--- src/rtl/fifo_multi_reader.sv ---
// fifo_multi_reader: round-robin read-side controller draining NUM_CH
// non-FWFT FIFOs into one tagged stream, periodic or continuous.
module fifo_multi_reader #(
  parameter int NUM_CH  = 4,
  parameter int DATA_W  = 8,
  parameter int CNTR_W  = 4,
  parameter int BURST_W = 4
) (
  input  logic                        CLK,
  input  logic                        RST,
  input  logic                        ENABLE,
  input  logic                        MODE,
  input  logic [CNTR_W-1:0]           PERIOD,
  input  logic [BURST_W-1:0]          BURST_LEN,
  input  logic [NUM_CH-1:0]           EMPTY,
  input  logic [NUM_CH*DATA_W-1:0]    DIN,
  output logic [NUM_CH-1:0]           RD_EN,
  output logic [DATA_W-1:0]           DOUT,
  output logic                        DOUT_VALID,
  output logic [$clog2(NUM_CH)-1:0]   DOUT_CH,
  output logic                        MISSED_TICK,
  output logic                        BUSY
);

  localparam int CH_W = $clog2(NUM_CH);

  typedef enum logic [1:0] {IDLE, WAIT, ARB, BURST} state_t;

  state_t              state_q, state_d;
  logic [CNTR_W-1:0]   cnt_q, cnt_d;
  logic [BURST_W-1:0]  beat_q, beat_d;
  logic [CH_W-1:0]     grant_q, grant_d;
  logic [CH_W-1:0]     last_q, last_d;
  logic                missed_q, missed_d;
  logic                rd_vld_q, rd_vld_d;
  logic [CH_W-1:0]     rd_ch_q, rd_ch_d;
  logic                dv_q, dv_d;
  logic [DATA_W-1:0]   dout_q, dout_d;
  logic [CH_W-1:0]     dch_q, dch_d;

  logic [DATA_W-1:0]   din_a [NUM_CH];
  logic                found;
  logic [CH_W-1:0]     winner;
  logic [CH_W:0]       sum;
  logic [BURST_W-1:0]  len_m1;
  logic                rd;
  logic [NUM_CH-1:0]   rd_en;
  state_t              leave_st;

  for (genvar g = 0; g < NUM_CH; g++) begin : g_din
    assign din_a[g] = DIN[g*DATA_W +: DATA_W];
  end

  // Round-robin search starting one past the last granted channel
  always_comb begin
    found  = 1'b0;
    winner = '0;
    sum    = '0;
    for (int i = 1; i <= NUM_CH; i++) begin
      sum = {1'b0, last_q} + (CH_W+1)'(i);
      if (sum >= (CH_W+1)'(NUM_CH))
        sum = sum - (CH_W+1)'(NUM_CH);
      if (!found && !EMPTY[sum[CH_W-1:0]]) begin
        found  = 1'b1;
        winner = sum[CH_W-1:0];
      end
    end
  end

  // Next-state, counters and read strobe
  always_comb begin
    state_d  = state_q;
    cnt_d    = cnt_q;
    beat_d   = beat_q;
    grant_d  = grant_q;
    last_d   = last_q;
    missed_d = 1'b0;
    rd_en    = '0;
    rd       = 1'b0;
    len_m1   = (BURST_LEN == '0) ? '0
             : BURST_LEN - 1'b1;
    leave_st = ENABLE ? (MODE ? ARB : WAIT)
             : IDLE;
    unique case (state_q)
      IDLE: begin
        cnt_d = '0;
        if (ENABLE)
          state_d = MODE ? ARB : WAIT;
      end
      WAIT: begin
        if (!ENABLE) begin
          state_d = IDLE;
          cnt_d   = '0;
        end else if (cnt_q == PERIOD) begin
          state_d = ARB;
          cnt_d   = '0;
        end else begin
          cnt_d = cnt_q + 1'b1;
        end
      end
      ARB: begin
        if (found) begin
          grant_d = winner;
          beat_d  = '0;
          state_d = BURST;
        end else begin
          missed_d = ~MODE;
          cnt_d    = '0;
          state_d  = leave_st;
        end
      end
      BURST: begin
        rd = ~EMPTY[grant_q] & ~RST;
        if (rd) begin
          rd_en[grant_q] = 1'b1;
          beat_d         = beat_q + 1'b1;
        end
        if (EMPTY[grant_q] || (rd && beat_q == len_m1)) begin
          last_d  = grant_q;
          cnt_d   = '0;
          state_d = leave_st;
        end
      end
    endcase
  end

  // Two-stage capture: strobe -> FIFO data -> tagged output
  always_comb begin
    rd_vld_d = |rd_en;
    rd_ch_d  = rd_vld_d ? grant_q : rd_ch_q;
    dv_d     = rd_vld_q;
    dout_d   = rd_vld_q ? din_a[rd_ch_q] : dout_q;
    dch_d    = rd_vld_q ? rd_ch_q : dch_q;
  end

  // State and pipeline registers with synchronous reset
  always_ff @(posedge CLK) begin
    if (RST) begin
      state_q  <= IDLE;
      cnt_q    <= '0;
      beat_q   <= '0;
      grant_q  <= '0;
      last_q   <= CH_W'(NUM_CH - 1);
      missed_q <= 1'b0;
      rd_vld_q <= 1'b0;
      rd_ch_q  <= '0;
      dv_q     <= 1'b0;
      dout_q   <= '0;
      dch_q    <= '0;
    end else begin
      state_q  <= state_d;
      cnt_q    <= cnt_d;
      beat_q   <= beat_d;
      grant_q  <= grant_d;
      last_q   <= last_d;
      missed_q <= missed_d;
      rd_vld_q <= rd_vld_d;
      rd_ch_q  <= rd_ch_d;
      dv_q     <= dv_d;
      dout_q   <= dout_d;
      dch_q    <= dch_d;
    end
  end

  assign RD_EN       = rd_en;
  assign DOUT        = dout_q;
  assign DOUT_VALID  = dv_q;
  assign DOUT_CH     = dch_q;
  assign MISSED_TICK = missed_q;
  assign BUSY        = (state_q != IDLE) | rd_vld_q | dv_q;

endmodule
--- config.mk ---
export PLATFORM = sky130hd
export DESIGN_NAME = fifo_multi_reader
export DESIGN_NICKNAME = d
export VERILOG_FILES = /design/src/rtl/fifo_multi_reader.sv
export SDC_FILE = /design/constraint.sdc
export NUM_CORES = 1
export LEC_CHECK = 0
export CAP_MARGIN = 40
export CORE_ASPECT_RATIO = 1.4
export CORE_MARGIN = 10
export CORE_UTILIZATION = 47
export CTS_BUF_LIST = sky130_fd_sc_hd__clkbuf_4 sky130_fd_sc_hd__clkbuf_8 sky130_fd_sc_hd__clkbuf_16
export DETAILED_ROUTE_END_ITERATION = 8
export PLACE_DENSITY = 0.91
export RECOVER_POWER = 25
export SLEW_MARGIN = 20
export SYNTH_ARGS = -nofsm -noshare
export SYNTH_HDL_FRONTEND = slang
export SYNTH_SLANG_ARGS = --single-unit
--- constraint.sdc ---
create_clock -name CLK -period 7.15 [get_ports CLK]
set_clock_uncertainty 0.1 [all_clocks]
set_input_delay 1.7875 -clock CLK [delete_from_list [all_inputs] [get_ports CLK]]
set_output_delay 1.7875 -clock CLK [all_outputs]
set_load 0.01 [all_outputs]
==> impl_results.md <==
- First-pass GRT wire length: 8.20 mm
- Fin. max-slew vios: 0
- Iter 0 DRT Violations: 88
- Sink Count: 29
- Detailed Place HPWL: 3.90 mm
- Most frequent cells in the layout: clkdlybuf4s50_1, dfxtp_1, nor2_1
- Reg2Reg Depth: 5
- Top post-synthesis cells by area: dfxtp_1, mux2i_1, mux4_2
- Comb pwr share: 19.3%
- Reg clk slew, reported paths: 0.07 ns
- Post-synth ARST share: 0%
- Proportion of layout cells with a drive suffix above 1: 9.31%
- Reg-to-Reg Start: grant_q[0]
- Clock power frac: 34.7%
- Relative slew slack: 22.6%
- Power density cells: 157 nW/µm²
- Worst path slowest cell: nor3_2
- Post-CTS resize count: 0
- FP Rows: 25
- Period utilization: 85.2%
- Sequential fraction of design power: 45.9%
- Startpoint Class: input port
- Starting density of the core: 49.8%
- Sequential share of the synthesized area: 33.9%
- Synth top area share: 33.9%
- CORE AREA: 3440 µm²
- Synth warnings: 0
- NetSw: 0.000101 W
- Hold Path End: DOUT[0]
- RSZ-0062 raised after global routing: no
- Clk buf depth: 2
- DRT Pass-1 Iters: 4
- Outcome: finished clean
- Initial antenna violation count: 0
- Min-delay worst type: reg -> reg
- Cell Chain, Critical Path: dlygate4sd3_1 > clkbuf_1 > nor3_2 > nor3b_1 > clkdlybuf4s50_1
- PortBufs: 64
- Post-Syn Instances: 186
- Final hold vios: 0
- CTS root buffer: clkbuf_8
- Critical path's top delay family: buffers and inverters
- Number of setup buffers added after CTS: 0
- Synth Flop Type: dfxtp_1
- Worst skew pair latency: 0.28 ns
- R2r endpoint: beat_q[3]
- Nets: 296
- Syn Area/Cell: 9.22 µm²
- Die W: 71.0 µm
- Max_cap viols: 0
- CTS tree: yes
- Lkg Pwr: 0.857 nW
- DR vias: 1681
- Net Sw Frac: 26.2%
- Critical Path RT: 5.26 ns
- Die area: 6500 µm²
- Netlist cell types: 43
- Worst vdd ir: 0.164 mV
- Syn_nets: 236
- Setup CP Type: in -> out
- Final wirelength: 4.94 mm
- Ports: 65
- Critical path fanouts, max: 28
- CTS Hold Bufs: 0
- Post-synth top area cell: dfxtp_1
- Yosys reg bits: 29
- Largest stage delay on the critical path: 0.60 ns
- Int Pwr: 0.000283 W
- Util after Layout: 71.0%
- Gr ovfl total: 0
- Overall die height: 91.5 µm
- Post-synth EDFFs: 0
- Vias per cell: 5.86
- Worst Path Buf+Inv: 3
- Setup violations, final: 0
- Setup TNS: 0 ns
- Post-Syn Area: 1710 µm²
- Most common cell after layout, fill and taps aside: clkdlybuf4s50_1
- Number of global-route vias before repair: 1709
- Crit path depth: 5
- Final min period: 6.09 ns
- Syn-to-layout area delta: 42.5%
- DRC viols: 0
- Hold Path Origin: DOUT[0]
- Crit path arrival time: 4.20 ns
- H-tree Lvls: 2
- Largest net degree at the start of global routing: 29
- GRT Total Usage: 15.1%
- Worst Max-Slew Pin Slew: 1.16 ns
- Crit. End Element: primary output
- Worst hold stages: 2
- R2R setup slack: 4.90 ns
- DRT antenna net count: 0
- Drt wl/cell: 17.2 µm
- Fmax: 164 MHz
- Ant. Diodes: 0
- Num CTS Buffers: 5
- Routability Congestion: 0.898
==> state kept, by name, summed over array words and instances (netlist names) <==
signal and flops:
dv_d 1, grant_q 2, state_q 2, DOUT_VALID 1, cnt_q 4, rd_ch_q 2, DOUT_CH 2, last_q 2
DOUT 8, beat_q 4, MISSED_TICK 1
==> cells in the mapped netlist (all sizes together) (3+ instances only) <==
master	n
mux4	7
nand2	6
mux2i	19
nor2b	4
a21oi	9
o22ai	3
dfxtp	29
clkbuf	10
nor2	22
inv	4
o21ai	8
xnor2	5
nand4	3
nor3	10
nand2b	3
nor3b	3
nand3	5
a311o	3
o21a	3
==> cell type report <==
cell class / count / area (µm²)
multi-input cells: 141 / 1070
fillers: 278 / 998
repair buffers: 65 / 644
flip-flops and latches: 29 / 581
clock buffers: 6 / 76.3
well taps: 40 / 50.0
inverters: 4 / 15.0
clock inverters: 2 / 10.0
==> metrics by stage <==
stage | total power [W] | setup WS, ns | cells | instance area, µm² | hold WS, ns
6_report | 0.000383 | 1.06 | 287 | 2440 | 0.413
5_1_grt | 0.000398 | 0.875 | 287 | 2440 | 0.417
4_1_cts | 0.000384 | 1.13 | 287 | 2450 | 0.406
3_5_place_dp | 0.000254 | 1.14 | 279 | 2360 | 0.390
3_3_place_gp | 0.000252 | 1.20 | 279 | 2360 | 0.372
2_1_floorplan | 0.000214 | 2.26 | 186 | 1710 | 0.370
==> worst register-to-register path, cell delays in order, from the launching register on <==
cell and delay, ns:
dfxtp_1 0.50, mux4_2 0.62, nor3_2 0.44, nand4_1 0.17
xor2_1 0.18, nor3_1 0.07
==> layer usage <==
metal / up-vias / global-route usage, % / part of all wire (%)
met4: 0 / 4.69 / 1.6
met3: 11 / 4.47 / 5.3
met2: 60 / 26.9 / 53
met1: 796 / 16.4 / 40
met5: - / 0 / 0
li1: 814 / - / -
==> cell families (layout without fill, tap and decap cells) <==
kind of cell	after synthesis	count (layout)	synth area share (%)
xor+xnor	7	7	3.58
buf+inv	16	77	3.94
compound gates	35	35	13.9
mux	28	28	21.6
simple gates	69	69	21.6
fa+ha+maj	2	2	1.46
flops	29	29	33.9
==> worst max-delay path by stage <==
stage,from,to,slack [ns]
2_1_floorplan,EMPTY[3],RD_EN[0],2.26
3_3_place_gp,EMPTY[3],RD_EN[0],1.20
3_5_place_dp,EMPTY[3],RD_EN[0],1.14
4_1_cts,EMPTY[3],RD_EN[0],1.13
5_1_grt,RST,RD_EN[0],0.87
6_report,RST,RD_EN[0],1.06
==> power by group through the flow <==
stage          Combinational, W  Sequential [W]  Clock [W]
6_report              0.0000741        0.000176   0.000133
5_1_grt               0.0000812        0.000177   0.000140
4_1_cts               0.0000748        0.000176   0.000133
3_5_place_dp          0.0000745        0.000180          0
3_3_place_gp          0.0000722        0.000179          0
2_1_floorplan         0.0000428        0.000172          0
Note: power is estimated with default switching activity, not from simulation.
